`src/rtl/byte_frame_tx_if.sv`:
```
// Stream bundle for byte_frame_tx: 56-bit word input handshake and
// byte output handshake with a frame-end marker.
interface byte_frame_tx_if;
    logic        in_valid;
    logic [55:0] in_data;
    logic        in_ready;
    logic        out_valid;
    logic [7:0]  out_data;
    logic        out_last;
    logic        out_ready;

    // Framer side
    modport slave (
        input  in_valid,
        input  in_data,
        input  out_ready,
        output in_ready,
        output out_valid,
        output out_data,
        output out_last
    );

    // Producer / consumer side
    modport master (
        output in_valid,
        output in_data,
        output out_ready,
        input  in_ready,
        input  out_valid,
        input  out_data,
        input  out_last
    );
endinterface

```
`src/rtl/byte_frame_tx.sv`:
```
// Frames a 56-bit word as: header byte, 7 data bytes (MSB byte first),
// optional XOR checksum byte. Valid/ready on both sides, with a
// synchronous flush and a wrapping completed-frame counter.
module byte_frame_tx #(
    parameter logic [7:0] HEADER  = 8'hA5,
    parameter bit         CSUM_EN = 1'b1
) (
    input  logic            clk,
    input  logic            rst,
    input  logic            flush,
    byte_frame_tx_if.slave  bus,
    output logic            busy,
    output logic [7:0]      frame_count
);

    typedef enum logic [1:0] {IDLE, HDR, DATA, CSUM} state_t;

    state_t      state_q, state_d;
    logic [55:0] hold_q;
    logic [7:0]  csum_q;
    logic [2:0]  idx_q;
    logic        in_fire;
    logic        out_fire;

    // flush suppresses both handshakes; in_ready already carries !flush
    assign in_fire  = bus.in_valid && bus.in_ready;
    assign out_fire = bus.out_valid && bus.out_ready && !flush;
    assign busy     = (state_q != IDLE);

    // State register
    always_ff @(posedge clk or posedge rst) begin
        if (rst) state_q <= IDLE;
        else     state_q <= state_d;
    end

    // Next-state and output decode; outputs depend only on state so an
    // asynchronous reset drives them to idle values immediately
    always_comb begin
        state_d       = state_q;
        bus.in_ready  = 1'b0;
        bus.out_valid = 1'b0;
        bus.out_data  = '0;
        bus.out_last  = 1'b0;
        case (state_q)
            IDLE: begin
                bus.in_ready = !flush;
                if (bus.in_valid && !flush) state_d = HDR;
            end
            HDR: begin
                bus.out_valid = 1'b1;
                bus.out_data  = HEADER;
                if (bus.out_ready) state_d = DATA;
            end
            DATA: begin
                bus.out_valid = 1'b1;
                bus.out_data  = hold_q[{idx_q, 3'b000} +: 8];
                bus.out_last  = !CSUM_EN && (idx_q == 3'd0);
                if (bus.out_ready && (idx_q == 3'd0))
                    state_d = CSUM_EN ? CSUM : IDLE;
            end
            CSUM: begin
                bus.out_valid = 1'b1;
                bus.out_data  = csum_q;
                bus.out_last  = 1'b1;
                if (bus.out_ready) state_d = IDLE;
            end
            default: state_d = IDLE;
        endcase
        if (flush) state_d = IDLE;
    end

    // Holding register, byte index, checksum accumulator and frame counter
    always_ff @(posedge clk or posedge rst) begin
        if (rst) begin
            hold_q      <= '0;
            csum_q      <= '0;
            idx_q       <= '0;
            frame_count <= '0;
        end else begin
            if (in_fire) begin
                hold_q <= bus.in_data;
                csum_q <= '0;
                idx_q  <= 3'd6;
            end else if (out_fire && (state_q == DATA)) begin
                csum_q <= csum_q ^ bus.out_data;
                idx_q  <= idx_q - 3'd1;
            end
            if (out_fire && bus.out_last)
                frame_count <= frame_count + 8'd1;
        end
    end

endmodule

```
`src/flat_wrapper.sv`:
```
// flat-port wrapper written by rule: the top's interface ports become plain ports
module byte_frame_tx_flat 
#(
    parameter logic [7:0] HEADER  = 8'hA5,
    parameter bit         CSUM_EN = 1'b1
)
  (clk, rst, flush, busy, frame_count, bus_in_valid, bus_in_data, bus_out_ready, bus_in_ready, bus_out_valid, bus_out_data, bus_out_last);
  byte_frame_tx_if bus_i ();
  input  logic clk;
  input  logic rst;
  input  logic flush;
  output logic busy;
  output logic [7:0] frame_count;
  input wire logic [$bits(bus_i.in_valid)-1:0] bus_in_valid;
  input wire logic [$bits(bus_i.in_data)-1:0] bus_in_data;
  input wire logic [$bits(bus_i.out_ready)-1:0] bus_out_ready;
  output wire logic [$bits(bus_i.in_ready)-1:0] bus_in_ready;
  output wire logic [$bits(bus_i.out_valid)-1:0] bus_out_valid;
  output wire logic [$bits(bus_i.out_data)-1:0] bus_out_data;
  output wire logic [$bits(bus_i.out_last)-1:0] bus_out_last;
  assign bus_i.in_valid = bus_in_valid;
  assign bus_i.in_data = bus_in_data;
  assign bus_i.out_ready = bus_out_ready;
  assign bus_in_ready = bus_i.in_ready;
  assign bus_out_valid = bus_i.out_valid;
  assign bus_out_data = bus_i.out_data;
  assign bus_out_last = bus_i.out_last;
  byte_frame_tx #(.HEADER(HEADER), .CSUM_EN(CSUM_EN)) u_core (.clk(clk), .rst(rst), .flush(flush), .bus(bus_i), .busy(busy), .frame_count(frame_count));
endmodule
```
`config.mk`:
```
export PLATFORM = sky130hd
export DESIGN_NAME = byte_frame_tx_flat
export DESIGN_NICKNAME = d
export VERILOG_FILES = /design/src/rtl/byte_frame_tx_if.sv /design/src/rtl/byte_frame_tx.sv /design/src/flat_wrapper.sv
export SDC_FILE = /design/constraint.sdc
export NUM_CORES = 1
export LEC_CHECK = 0
export ABC_AREA = 1
export BUFFER_PORTS_ARGS = -buffer_cell sky130_fd_sc_hd__buf_2
export CORE_ASPECT_RATIO = 1.2
export CORE_UTILIZATION = 30
export DETAILED_ROUTE_END_ITERATION = 16
export PLACE_DENSITY = 0.58
export SLEW_MARGIN = 10
export SYNTH_ARGS = -nofsm -noshare
export SYNTH_HDL_FRONTEND = slang
export SYNTH_SLANG_ARGS = --single-unit
```
`constraint.sdc`:
```
create_clock -name clk -period 5.46 [get_ports clk]
set_clock_uncertainty 0.2 [all_clocks]
set_input_delay 0.546 -clock clk [delete_from_list [all_inputs] [get_ports clk]]
set_output_delay 0.546 -clock clk [all_outputs]
set_load 0.01 [all_outputs]
```
* Word-level counts from Yosys, hierarchy flattened
Cells that the tools add are included.
** Storage, ports and cells
- Flip-flop bits (word level) :: 77
- Latch bits :: 0
- ROM bits :: 0
- Logic and storage cells :: 44
- Output and inout bits :: 20
- Memories :: 0
- Memory bits (writable) :: 0
- Input port bits :: 61
** Cells by class
- Multiply operators :: 0
- Eq/ne operators :: 7
- Multiplexer cells :: 14
- Add/subtract/negate cells :: 2
- Order comparisons :: 0
- Bitwise gates (word level) :: 1
- Shift-type cells :: 1
- Reductions and logical operators :: 14
- Div/mod/pow operators :: 0
** Operators by type and width (number)
- indexed part select 56 x 7 -> 8 bit :: 1
- one-hot mux 8 bit (3 select lines) :: 1
- 2-to-1 mux 8 bit :: 2
- 2-to-1 mux 2 bit :: 5
- adder 8 x 1 -> 8 bit (second input constant) :: 1
- one-hot mux 2 bit (4 select lines) :: 1
- XOR 8 bit :: 1
- logical AND 1 bit :: 7
- 2-to-1 mux 3 bit :: 2
- inequality test 3 x 2 -> 1 bit (second input constant) :: 2
- inequality test 3 bit (second input constant) :: 2
- == test 2 bit (second input constant) :: 2
- AND reduction 4 bit :: 1
- nonzero test 2 bit :: 2
- logical NOT 3 bit :: 1
- 2-to-1 mux 1 bit :: 3
- OR reduction 3 bit :: 1
- subtractor 3 x 1 -> 3 bit (second input constant) :: 1
- == test 2 x 1 -> 1 bit (second input constant) :: 1
- logical NOT 2 bit :: 1
- logical NOT 1 bit :: 1

* Longest topological paths before layout
Gate-level depths: netlist of run 1.
- Word-level depth :: 8
- Depth in mapped cells :: 14
- Depth with buffers taken out :: 12

* Least setup slack after synthesis of run 1
OpenSTA, ideal clock, no wires.
- Kind :: reg2reg
- From :: register u_core.state_q[1]
- To :: register u_core.hold_q[10]
- Setup time :: 0.125 ns
- Period minus slack after synthesis :: 2.001 ns
- Arrival time :: 1.677 ns
- Cell stages (with the launch flop) :: 9
- Setup slack :: 3.459 ns
- Data required time :: 5.135 ns
- Path buffers :: 2
- Cells stage by stage :: dfrtp_1 > inv_1 > ha_1 > inv_1 > nor2_1 > nand2_1 > buf_2 > buf_6 > mux2_2
** On the way
- Longest elaborated chain between the ends :: 3
** Ends and longest elaborated chain
- from (decl) :: RTL line byte_frame_tx.sv:18 : state_t state_q, state_d;
- from (signal assigned) :: RTL line byte_frame_tx.sv:33 : else state_q <= state_d;
- logical NOT 2 bit :: RTL line byte_frame_tx.sv:44 : case (state_q)
- 2-to-1 mux 1 bit :: RTL line byte_frame_tx.sv:44
- via bus_in_ready :: RTL line flat_wrapper.sv:17 : output wire logic [$bits(bus_i.in_ready)-1:0] bus_in_ready;
- logical AND 1 bit :: RTL line byte_frame_tx.sv:26 : assign in_fire = bus.in_valid && bus.in_ready;
- to (signal assigned) :: RTL line byte_frame_tx.sv:81 : hold_q <= bus.in_data;
- to (decl) :: RTL line byte_frame_tx.sv:19 : logic [55:0] hold_q;
The timed path passes the listed nets, and every way through them passes these cells.
A chain may end at the register's enable or synchronous reset.

* Worst setup path after layout of run 1
- From :: register u_core.idx_q[0]
- To :: output bus_out_data[3]
** On the way
- Longest elaborated chain between the ends :: 2
** Ends and longest elaborated chain
- from (decl) :: RTL line byte_frame_tx.sv:21 : logic [2:0] idx_q;
- from (signal assigned) :: RTL line byte_frame_tx.sv:86 : idx_q <= idx_q - 3'd1;
- indexed part select 56 x 7 -> 8 bit :: RTL line byte_frame_tx.sv:56 : bus.out_data = hold_q[{idx_q, 3'b000} +: 8];
- one-hot mux 8 bit (3 select lines) :: RTL line byte_frame_tx.sv:44
- to (decl) :: RTL line flat_wrapper.sv:19 : output wire logic [$bits(bus_i.out_data)-1:0] bus_out_data;
No other way between the ends.

==> results of run 1 <==
registers in the layout (all words and copies together), names as in the netlist:
signal,count
u_core.frame_count,8
u_core.hold_q,56
u_core.idx_q,3
u_core.state_q,2
u_core.csum_q,8
per-layer routing:
metal / routed length (µm) / vias to the layer above
met4: 215 / 0
met2: 4640 / 77
met5: 0 / -
li1: - / 1531
met1: 4140 / 1474
met3: 554 / 15
worst max-delay path, stage by stage (launching register included):
cell and delay (ns):
dfrtp_1 0.69, buf_4 0.33, inv_4 0.14, o21ai_0 0.36, nand3_1 0.13, nand3_1 0.14, a21oi_1 0.08, buf_2 0.15
worst max path at each step:
stage / start / to / slack (ns) / depth (start not counted)
floorplan: rst / u_core.csum_q[0] / 2.75 / 1
global placement: u_core.idx_q[0] / bus_out_data[3] / 2.65 / 7
detailed placement: u_core.idx_q[0] / bus_out_data[3] / 2.69 / 7
CTS: u_core.idx_q[0] / bus_out_data[3] / 2.31 / 7
global route: u_core.idx_q[1] / bus_out_data[5] / 2.13 / 9
finish: u_core.idx_q[0] / bus_out_data[3] / 2.36 / 7
power by group through the flow:
stage | Sequential (mW) | Combinational [mW] | Clock (mW)
after floorplan | 0.928 | 0.800 | 0
after global placement | 1.02 | 0.913 | 0
after detailed placement | 1.04 | 0.935 | 0
after CTS | 1.02 | 0.939 | 0.597
after global routing | 1.05 | 1.06 | 0.628
final | 1.02 | 0.927 | 0.585
final cells by class:
class | instances | area (µm²) | share of cell area, %
flip-flops and latches | 77 | 1930 | 41.1
clock buffers | 9 | 225 | 4.80
well taps | 164 | 205 | 4.37
clock inverters | 7 | 65.1 | 1.39
multi-input cells | 290 | 1700 | 36.2
repair buffers | 83 | 423 | 9.01
inverters | 39 | 149 | 3.17
placed cells by master, fill, tap and decap left out, types with 2 or more instances in the layout:
cell and n:
buf_4 3, nor2_1 39, buf_2 80, nand2_1 92, nor3_2 2, xor2_1 5
ha_1 8, o21ai_1 7, mux2_2 42, clkbuf_16 9, inv_8 2, o21ai_0 8
xnor2_1 2, inv_1 36, o211ai_1 3, nand3_1 39, inv_6 3, a21oi_1 27
nand2_2 6, nand3_2 4, dfrtp_1 77
logic make-up (layout without fill, tap and decap cells):
| logic type | after synthesis | in the layout | synth area share (%) |
|---|---|---|---|
| adders and majority gates | 8 | 8 | 2.54 |
| buffers and inverters | 61 | 138 | 8.15 |
| and+or+nand+nor | 185 | 185 | 20.4 |
| AOI/OAI and AO/OA | 48 | 48 | 6.50 |
| muxes | 42 | 42 | 12.0 |
| xor gates and xnor gates | 7 | 7 | 1.55 |
| DFF | 77 | 77 | 48.8 |
through the flow:
stage	instance area [µm²]	util [%]	total power, mW
6_report	4690	36.9	2.53
5_1_grt	4690	36.9	2.75
4_1_cts	4690	36.9	2.56
3_5_place_dp	4400	34.6	1.97
3_3_place_gp	4400	34.6	1.94
2_1_floorplan	3950	-	1.73
==> key figures, run 1 <==
Critical path
  – FF-to-FF End: u_core.hold_q[1]
  – Crit end category: output port
  – CP Data Required Time: between 4 and 5 ns
  – CP Data Arrival Time: roughly 2.4 ns
  – Reg-to-Reg Start: u_core.state_q[1]
  – CP startpoint kind: register
  – Setup CP Type: reg -> out
  – Maximum fanout along the worst path: 25
  – Minimum setup slack among reg-to-reg paths: 2.95 ns
  – R2R cell count: 7

Die
  – Die ar.: 13600 µm²
  – Initial Utilization: between 30% and 40%
  – Area of the core: 12700 µm²
  – Num ports: 81
  – Site row count: 45
  – Die Span X: 107 µm
  – Die height: roughly 130 µm

CTS
  – TritonCTS clock tree: built
  – Clock Latency Late Sink: 0.34 ns
  – Num CTS Buffers: 9
  – H-tree depth: 3
  – Post-CTS sizing: 0
  – Setup Buffers After CTS: 0
  – Reg clk slew, reported paths: 0.07 ns
  – CTS max path bufs: 2
  – Root buffer cell: clkbuf_16
  – Clk sinks: 77
  – Post-CTS Hold Buffers: 0

Synthesis
  – Count of cell types in the netlist: 26
  – Mean Syn Cell Area: about 9.2 µm²
  – Cells after Synth: around 430
  – Synth area leader: dfrtp_1
  – Sequential fraction of the synthesis area: 48.8%
  – Ys async rst share: 100%
  – #FFs+latches synth: 77
  – Syn Nets: 497
  – Area contributors post-synth: dfrtp_1 (49%), mux2_2 (12%), nand2_1 (8.8%)
  – Top-count cell post-synth: nand2_1
  – Synth Flop Type: dfrtp_1
  – Post-Syn Area: 3950 µm²
  – Yosys top cell area share: 48.8%
  – Number of flops mapped to enable cells by yosys: 0
  – Yosys warns: 0
  – Top cells by count, synth: nand2_1 (93), dfrtp_1 (77), mux2_2 (42)

Timing
  – Setup_tns: 0 ns
  – Final clock period utilization by the worst path: 56.8%
  – Slew headroom: 38.0%
  – Final setup viols: 0
  – Max Freq: 322 MHz
  – Tmin final: around 3.1 ns
  – Final hold vios: 0
  – Max Slew Vio Count: 0
  – Crit path setup slack, layout: 2.36 ns
  – Slew @ Worst Pin: 0.930 ns
  – Fin Hold WS: 0.205 ns
  – RSZ-0062 raised after global routing: no

Placed design
  – Dpl cells: 653
  – Pre-CTS setup slack: approximately 2.7 ns
  – Post-DP HPWL: 7170 µm
  – PortBufs: 80
  – Final GP Congestion: about 0.81

Final layout
  – FILL cells: 1347
  – Area Growth Syn to Fin: 19.0%
  – Ant diodes: 0
  – Nets: 569
  – Layout cell share with drive strength beyond 1: 31.1%
  – Non-Filler Instances: 669

Routing
  – DRC violations left: 0
  – Initial DRC Count: 171
  – Drt pass-1 iters: 4
  – DR vias: 3097
  – Antenna Nets Post-Route: 0
  – Routed vias/inst: 4.63
  – DR WL/cell: 14.3 µm
  – Total Wirelength: 9540 µm

Outcome
  – Status: completed

Pwr
  – Switching Power: 0.987 mW
  – Seq pwr share: 40.3%
  – Logic pwr share: a little over a third
  – Peak VDD IR: ~0.18 mV
  – Switching power share of the total: 39.0%
  – P_leak: between 2 and 2.5 nW
  – Power density over cell area: approximately 540 nW/µm²
  – Power share of the clock group: 23.1%
  – Internal power: 1.54 mW

GRT
  – Vias in the first global route: 3082
  – First-pass GRT wire length: 15800 µm
  – M1 GR Usage: 19.3%
  – GRT Max-Usage Layer: met2
  – Largest net degree at the start of global routing: between 80 and 90
  – Met3 Use GR: 3.88%
  – Initial antenna violation count: 0
  – Total gr overflow: 0
  – GR Util All Layers: roughly 15%
  – Met2 Resource Use GR: 24.6%

Hold path
  – Hold WC Path Type: in -> async

Flow run
  – Number of max-cap violations: 0
Power figures use the tool's default switching activity.
==> run 2, diff against run 1 <==
PLACE_DENSITY = 0.6   (was 0.58)
clock period = 2.6 ns   (was 5.46 ns; I/O delays follow)
==> key figures, run 2 (synthesis gave the netlist of run 1 again) <==
Critical path
  – CP startpoint kind: register
  – Setup CP Type: reg -> out
  – Crit path top cell by count: nand3_1
  – Cell Chain, Critical Path: buf_4 > inv_4 > o21ai_0 > nand3_1 > nand3_1 > a21oi_1 > buf_2
  – CP Data Arrival Time: 1.99 ns (-0.37 ns)
  – Worst Path Buf+Inv: 3 (unchanged)
  – R2R cell count: 9 (+2)
  – Reg-to-Reg Start: u_core.state_q[1]
  – Maximum fanout along the worst path: 25 (unchanged)
  – FF-to-FF End: u_core.csum_q[4]
  – CP max stage cell: o21ai_0
  – Minimum setup slack among reg-to-reg paths: 0.47 ns (-2.48 ns)
  – CP Data Required Time: 2.14 ns (-2.57 ns)
  – Delay-heaviest family, CP: buffers and inverters
  – Crit end category: output port
  – Worst path max stage delay: 0.39 ns (-0.30 ns)

Routing
  – Drt pass-1 iters: 5 (+1)
  – Routed vias/inst: 4.66 (+0.76%)
  – Total Wirelength: 10000 µm (+4.8%)
  – Initial DRC Count: 190 (+11%)
  – DRC violations left: 0 (unchanged)
  – DR WL/cell: 13.8 µm (-3.6%)
  – DR vias: 3391 (+9.5%)
  – Antenna Nets Post-Route: 0 (unchanged)

Die
  – Die Span X: 107 µm (unchanged)
  – Initial Utilization: 31.0% (unchanged)
  – Die height: 128 µm (unchanged)
  – Site row count: 45 (unchanged)
  – Area of the core: 12700 µm² (unchanged)
  – Die ar.: 13600 µm² (unchanged)
  – Num ports: 81 (unchanged)

Pwr
  – P_leak: 2.64 nW (+11%)
  – Peak VDD IR: 0.485 mV (+160%)
  – Power density over cell area: 1040 nW/µm² (+93%)

Timing
  – Setup_tns: 0 ns (unchanged)
  – Final hold vios: 0 (unchanged)
  – Final setup viols: 0 (unchanged)
  – RSZ-0062 raised after global routing: no
  – Final clock period utilization by the worst path: 94.2%
  – Slew @ Worst Pin: 0.552 ns (-0.379 ns)
  – Max Slew Vio Count: 0 (unchanged)
  – Tmin final: 2.45 ns
  – Max Freq: 408 MHz
  – Slew headroom: 63.2% (+25 points)

Hold path
  – Hold Path Cell Cnt: 3
  – Min-Delay Startpoint: bus_in_data[40]
  – Hold WC Path Type: in -> reg
  – WHS Endpoint: u_core.hold_q[40]

Final layout
  – Ant diodes: 0 (unchanged)
  – Area Growth Syn to Fin: 34.3%
  – Leading cell type in the layout, fill and taps excluded: nand2_1
  – Max reg flops: 56 (unchanged)
  – Most flop-heavy register: u_core.hold_q
  – Nets: 627 (+10%)
  – Top Registers: u_core.hold_q: 56 flops, u_core.csum_q: 8 flops, u_core.frame_count: 8 flops
  – Final Util: 41.7% (+4.8 points)
  – Layout cell share with drive strength beyond 1: 29.1% (-2.0 points)
  – Commonest non-fill, non-tap cells in the layout: nand2_1 (91), buf_2 (80), dfrtp_1 (77), dlygate4sd3_1 (52), mux2_2 (42)

Flow run
  – Number of max-cap violations: 0 (unchanged)

GRT
  – Total gr overflow: 0 (unchanged)
  – GR Util All Layers: 15.9% (+0.58 points)
  – Vias in the first global route: 3394 (+10%)
  – Initial antenna violation count: 0 (unchanged)
  – Largest net degree at the start of global routing: 83 (unchanged)
  – First-pass GRT wire length: 16600 µm (+5.3%)

CTS
  – CTS max path bufs: 2 (unchanged)
  – TritonCTS clock tree: built
  – Root buffer cell: clkbuf_16
  – Reg clk slew, reported paths: 0.06 ns (about the same)
  – Clk sinks: 77 (unchanged)
  – Num CTS Buffers: 9 (unchanged)
  – Clock Latency Late Sink: 0.34 ns (about the same)
  – H-tree depth: 3 (unchanged)

Placed design
  – Final GP Congestion: 0.808 (about the same)
  – Post-DP HPWL: 7040 µm (-1.8%)
  – PortBufs: 80 (unchanged)

Outcome
  – Status: completed
## run 2: area by class of cell
type,instances,area (µm²)
Inverter,39,153
Tap cell,164,205
Clock buffer,10,229
Multi-Input combinational cell,290,1700
Fill cell,1263,7420
Sequential cell,77,1930
Timing Repair Buffer,141,1010
Clock inverter,6,71.3
## run 2: through the flow
| step | instance area, µm² | cells | hold slack (ns) | worst slack [ns] | total power [mW] |
|---|---|---|---|---|---|
| 2_1_floorplan | 3950 | 428 | 0.210 | 0.173 | 3.63 |
| 3_3_place_gp | 4450 | 656 | 0.143 | 0.389 | 4.11 |
| 3_5_place_dp | 4450 | 656 | 0.148 | 0.309 | 4.18 |
| 4_1_cts | 5270 | 724 | 0.00688 | 0.0969 | 5.51 |
| 5_1_grt | 5300 | 727 | 0.0196 | 0.00651 | 5.95 |
| 6_report | 5300 | 727 | 0.0159 | 0.151 | 5.52 |
## run 2: metal layers
metal,up-vias,global-route usage (%),part of all wire [%]
met4,0,7.25,3.2
met1,1625,19.7,43
li1,1645,-,-
met3,21,3.37,4.7
met5,-,0,0
met2,100,26.3,49
## run 2: worst register-to-register path, delay by kind of cell, from the launching register on
kind / cells / cell delay, ns
flops: 1 / 0.45
simple gates: 7 / 1.01
fa+ha+maj: 1 / 0.27
buf+inv: 1 / 0.13
## run 2: worst max path at each step
stage	from	end	slack, ns	depth (start not counted)
after detailed placement	u_core.state_q[1]	u_core.csum_q[1]	0.31	9
final	u_core.idx_q[0]	bus_out_data[3]	0.15	7
after global placement	u_core.state_q[1]	u_core.csum_q[3]	0.39	9
after CTS	u_core.idx_q[0]	bus_out_data[3]	0.1	7
after global routing	u_core.idx_q[0]	bus_out_data[3]	0.007	7
after floorplan	rst	u_core.csum_q[0]	0.17	1
## run 2: power breakdown
part	internal (mW)	switching [mW]	total, mW
clock	0.750	0.513	1.26
sequential	1.73	0.349	2.08
combinational	0.957	1.22	2.18
total	3.44	2.09	5.52
## run 2: timing repair
item	4_1_cts	5_1_grt
gates resized for setup	0	2
hold buffers	52	0
endpoints found under the setup margin	0	4
endpoints found under the hold margin	75	0
setup buffers	0	3
==> run 3, diff against run 2 <==
PLACE_DENSITY = 0.58   (was 0.6)
clock period = 2.4 ns   (was 2.6 ns; I/O delays follow)
==> key figures, run 3 (synthesis gave the netlist of run 1 again) <==
Outcome
  – Status: completed

GRT
  – First-pass GRT wire length: 16400 µm (-1.4%)
  – Vias in the first global route: 3418 (+0.71%)
  – Total gr overflow: 0 (unchanged)
  – Largest net degree at the start of global routing: 78 (-6.0%)
  – Initial antenna violation count: 0 (unchanged)
  – GR Util All Layers: 15.7% (-0.18 points)

Final layout
  – Nets: 634 (+1.1%)
  – Most flop-heavy register: u_core.hold_q
  – Final Util: 42.3% (+0.65 points)
  – Max reg flops: 56 (unchanged)
  – Commonest non-fill, non-tap cells in the layout: nand2_1 (92), buf_2 (80), dfrtp_1 (76), dlygate4sd3_1 (57), mux2_2 (42)
  – Ant diodes: 0 (unchanged)
  – Layout cell share with drive strength beyond 1: 29.6% (+0.52 points)
  – Top Registers: u_core.hold_q: 56 flops, u_core.csum_q: 8 flops, u_core.frame_count: 8 flops
  – Area Growth Syn to Fin: 36.4%
  – Final instance area: 5380 µm² (+1.6%)
  – Leading cell type in the layout, fill and taps excluded: nand2_1

Pwr
  – Logic pwr share: 40.7% (+1.2 points)
  – Power share of the clock group: 22.8% (about the same)
  – P_leak: 2.67 nW (+1.3%)
  – Power density over cell area: 1120 nW/µm² (+7.2%)
  – Switching Power: 2.27 mW (+8.7%)
  – Seq pwr share: 36.4% (-1.2 points)
  – Internal power: 3.74 mW (+8.9%)
  – Peak VDD IR: 0.403 mV (-17%)
  – Switching power share of the total: 37.7% (about the same)

CTS
  – Num CTS Buffers: 9 (unchanged)
  – Setup Buffers After CTS: 0 (unchanged)
  – Reg clk slew, reported paths: 0.06 ns (about the same)
  – TritonCTS clock tree: built
  – H-tree depth: 3 (unchanged)
  – Clk sinks: 77 (unchanged)
  – Root buffer cell: clkbuf_16
  – CTS max path bufs: 2 (unchanged)
  – Clock Latency Late Sink: 0.34 ns (about the same)

Critical path
  – Setup CP Type: reg -> out
  – Crit end category: output port
  – CP startpoint kind: register
  – CP Data Arrival Time: 1.81 ns (-0.18 ns)
  – CP Data Required Time: 1.96 ns (-0.18 ns)
  – Maximum fanout along the worst path: 7 (-72%)

Hold path
  – Hold WC Path Type: in -> reg

Routing
  – DR vias: 3333 (-1.7%)
  – Routed vias/inst: 4.54 (-2.6%)
  – DRC violations left: 0 (unchanged)
  – DR WL/cell: 13.7 µm (about the same)
  – Drt pass-1 iters: 4 (-1)
  – Antenna Nets Post-Route: 0 (unchanged)
  – Total Wirelength: 10100 µm (+0.88%)
  – Initial DRC Count: 184 (-3.2%)

Timing
  – Final setup viols: 0 (unchanged)
  – Final hold vios: 0 (unchanged)
  – Final clock period utilization by the worst path: 93.6%
  – Setup_tns: 0 ns (unchanged)
  – Fin Hold WS: 0.0844 ns (+0.0685 ns)
  – Max Slew Vio Count: 0 (unchanged)
  – Slew @ Worst Pin: 0.482 ns (-0.0693 ns)
  – RSZ-0062 raised after global routing: no
  – Tmin final: between 2 and 2.5 ns
  – Slew headroom: 67.7% (+4.6 points)
  – Max Freq: between 400 and 500 MHz

Placed design
  – PortBufs: 80 (unchanged)
  – Final GP Congestion: 0.782 (-3.2%)
  – Post-DP HPWL: 6780 µm (-3.6%)
  – Dpl cell area: 4490 µm² (+0.93%)

Die
  – Site row count: 45 (unchanged)
  – Num ports: 81 (unchanged)
  – Die ar.: 13600 µm² (unchanged)
  – Die height: 128 µm (unchanged)
  – Area of the core: 12700 µm² (unchanged)
  – Initial Utilization: 31.0% (unchanged)
  – Die Span X: 107 µm (unchanged)

Flow run
  – Number of max-cap violations: 0 (unchanged)
run 3: cell count changes in the layout (fill, tap and decap cells not counted), sizes merged:
cell / before / now
dlygate4sd3: 52 / 57
buf: 89 / 91
clkinv: 3 / 4
clkinvlp: 3 / 2
run 3: area by class of cell:
class | count | area (µm²)
multi-input combinational | 290 | 1710
sequential | 77 | 1930
fill | 1277 | 7340
clock buffer | 10 | 229
timing repair buffer | 148 | 1080
inverter | 39 | 155
clock inverter | 6 | 72.6
tap | 164 | 205
run 3: path summary, 6_finish.rpt:
kind,to,start,slack [ns],cells after the start
min in group asynchronous,u_core.csum_q[1],rst,0.37,4
hold / removal,u_core.state_q[1],flush,0.08,4
hold reg to reg,u_core.frame_count[7],u_core.frame_count[7],0.29,1
setup / recovery,bus_out_data[3],u_core.idx_q[0],0.15,8
max in group asynchronous,u_core.idx_q[0],rst,1.30,4
setup reg to reg,u_core.csum_q[3],u_core.state_q[1],0.26,10
run 3: power by group through the flow:
stage / logic [mW] / registers, mW / clock network [mW]
after global routing: 2.76 / 2.26 / 1.47
final: 2.45 / 2.19 / 1.37
after CTS: 2.46 / 2.18 / 1.41
after global placement: 2.33 / 2.19 / 0
after floorplan: 1.82 / 2.11 / 0
after detailed placement: 2.38 / 2.21 / 0
run 3: worst max-delay path: stages, from the launching register on:
cell     delay (ns)
dfrtp_2        0.42
buf_4          0.20
nor2_1         0.06
nor2_1         0.07
o21ai_0        0.09
nand3_1        0.13
nand3_1        0.15
a21oi_1        0.17
buf_2          0.15
run 3: repair_timing:
item | in CTS | in global routing
gates resized for setup | 0 | 6
setup endpoints to repair | 0 | 7
hold buffers | 57 | 0
endpoints found under the hold margin | 133 | 0
run 3: through the flow:
| step | std cells | total power, mW | worst slack [ns] |
|---|---|---|---|
| after floorplan | 428 | 3.93 | 0.399 |
| after global placement | 661 | 4.51 | 0.388 |
| after detailed placement | 661 | 4.58 | 0.301 |
| after CTS | 734 | 6.05 | 0.0336 |
| after global routing | 734 | 6.48 | 0.0159 |
| final | 734 | 6.01 | 0.153 |
run 3: per-layer routing:
metal	routed length, µm	global-route usage [%]	part of all wire (%)
met1	4330	18.8	43
met2	5220	27.2	52
met3	370	3.88	3.7
met4	165	5.32	1.6
met5	0	0	0
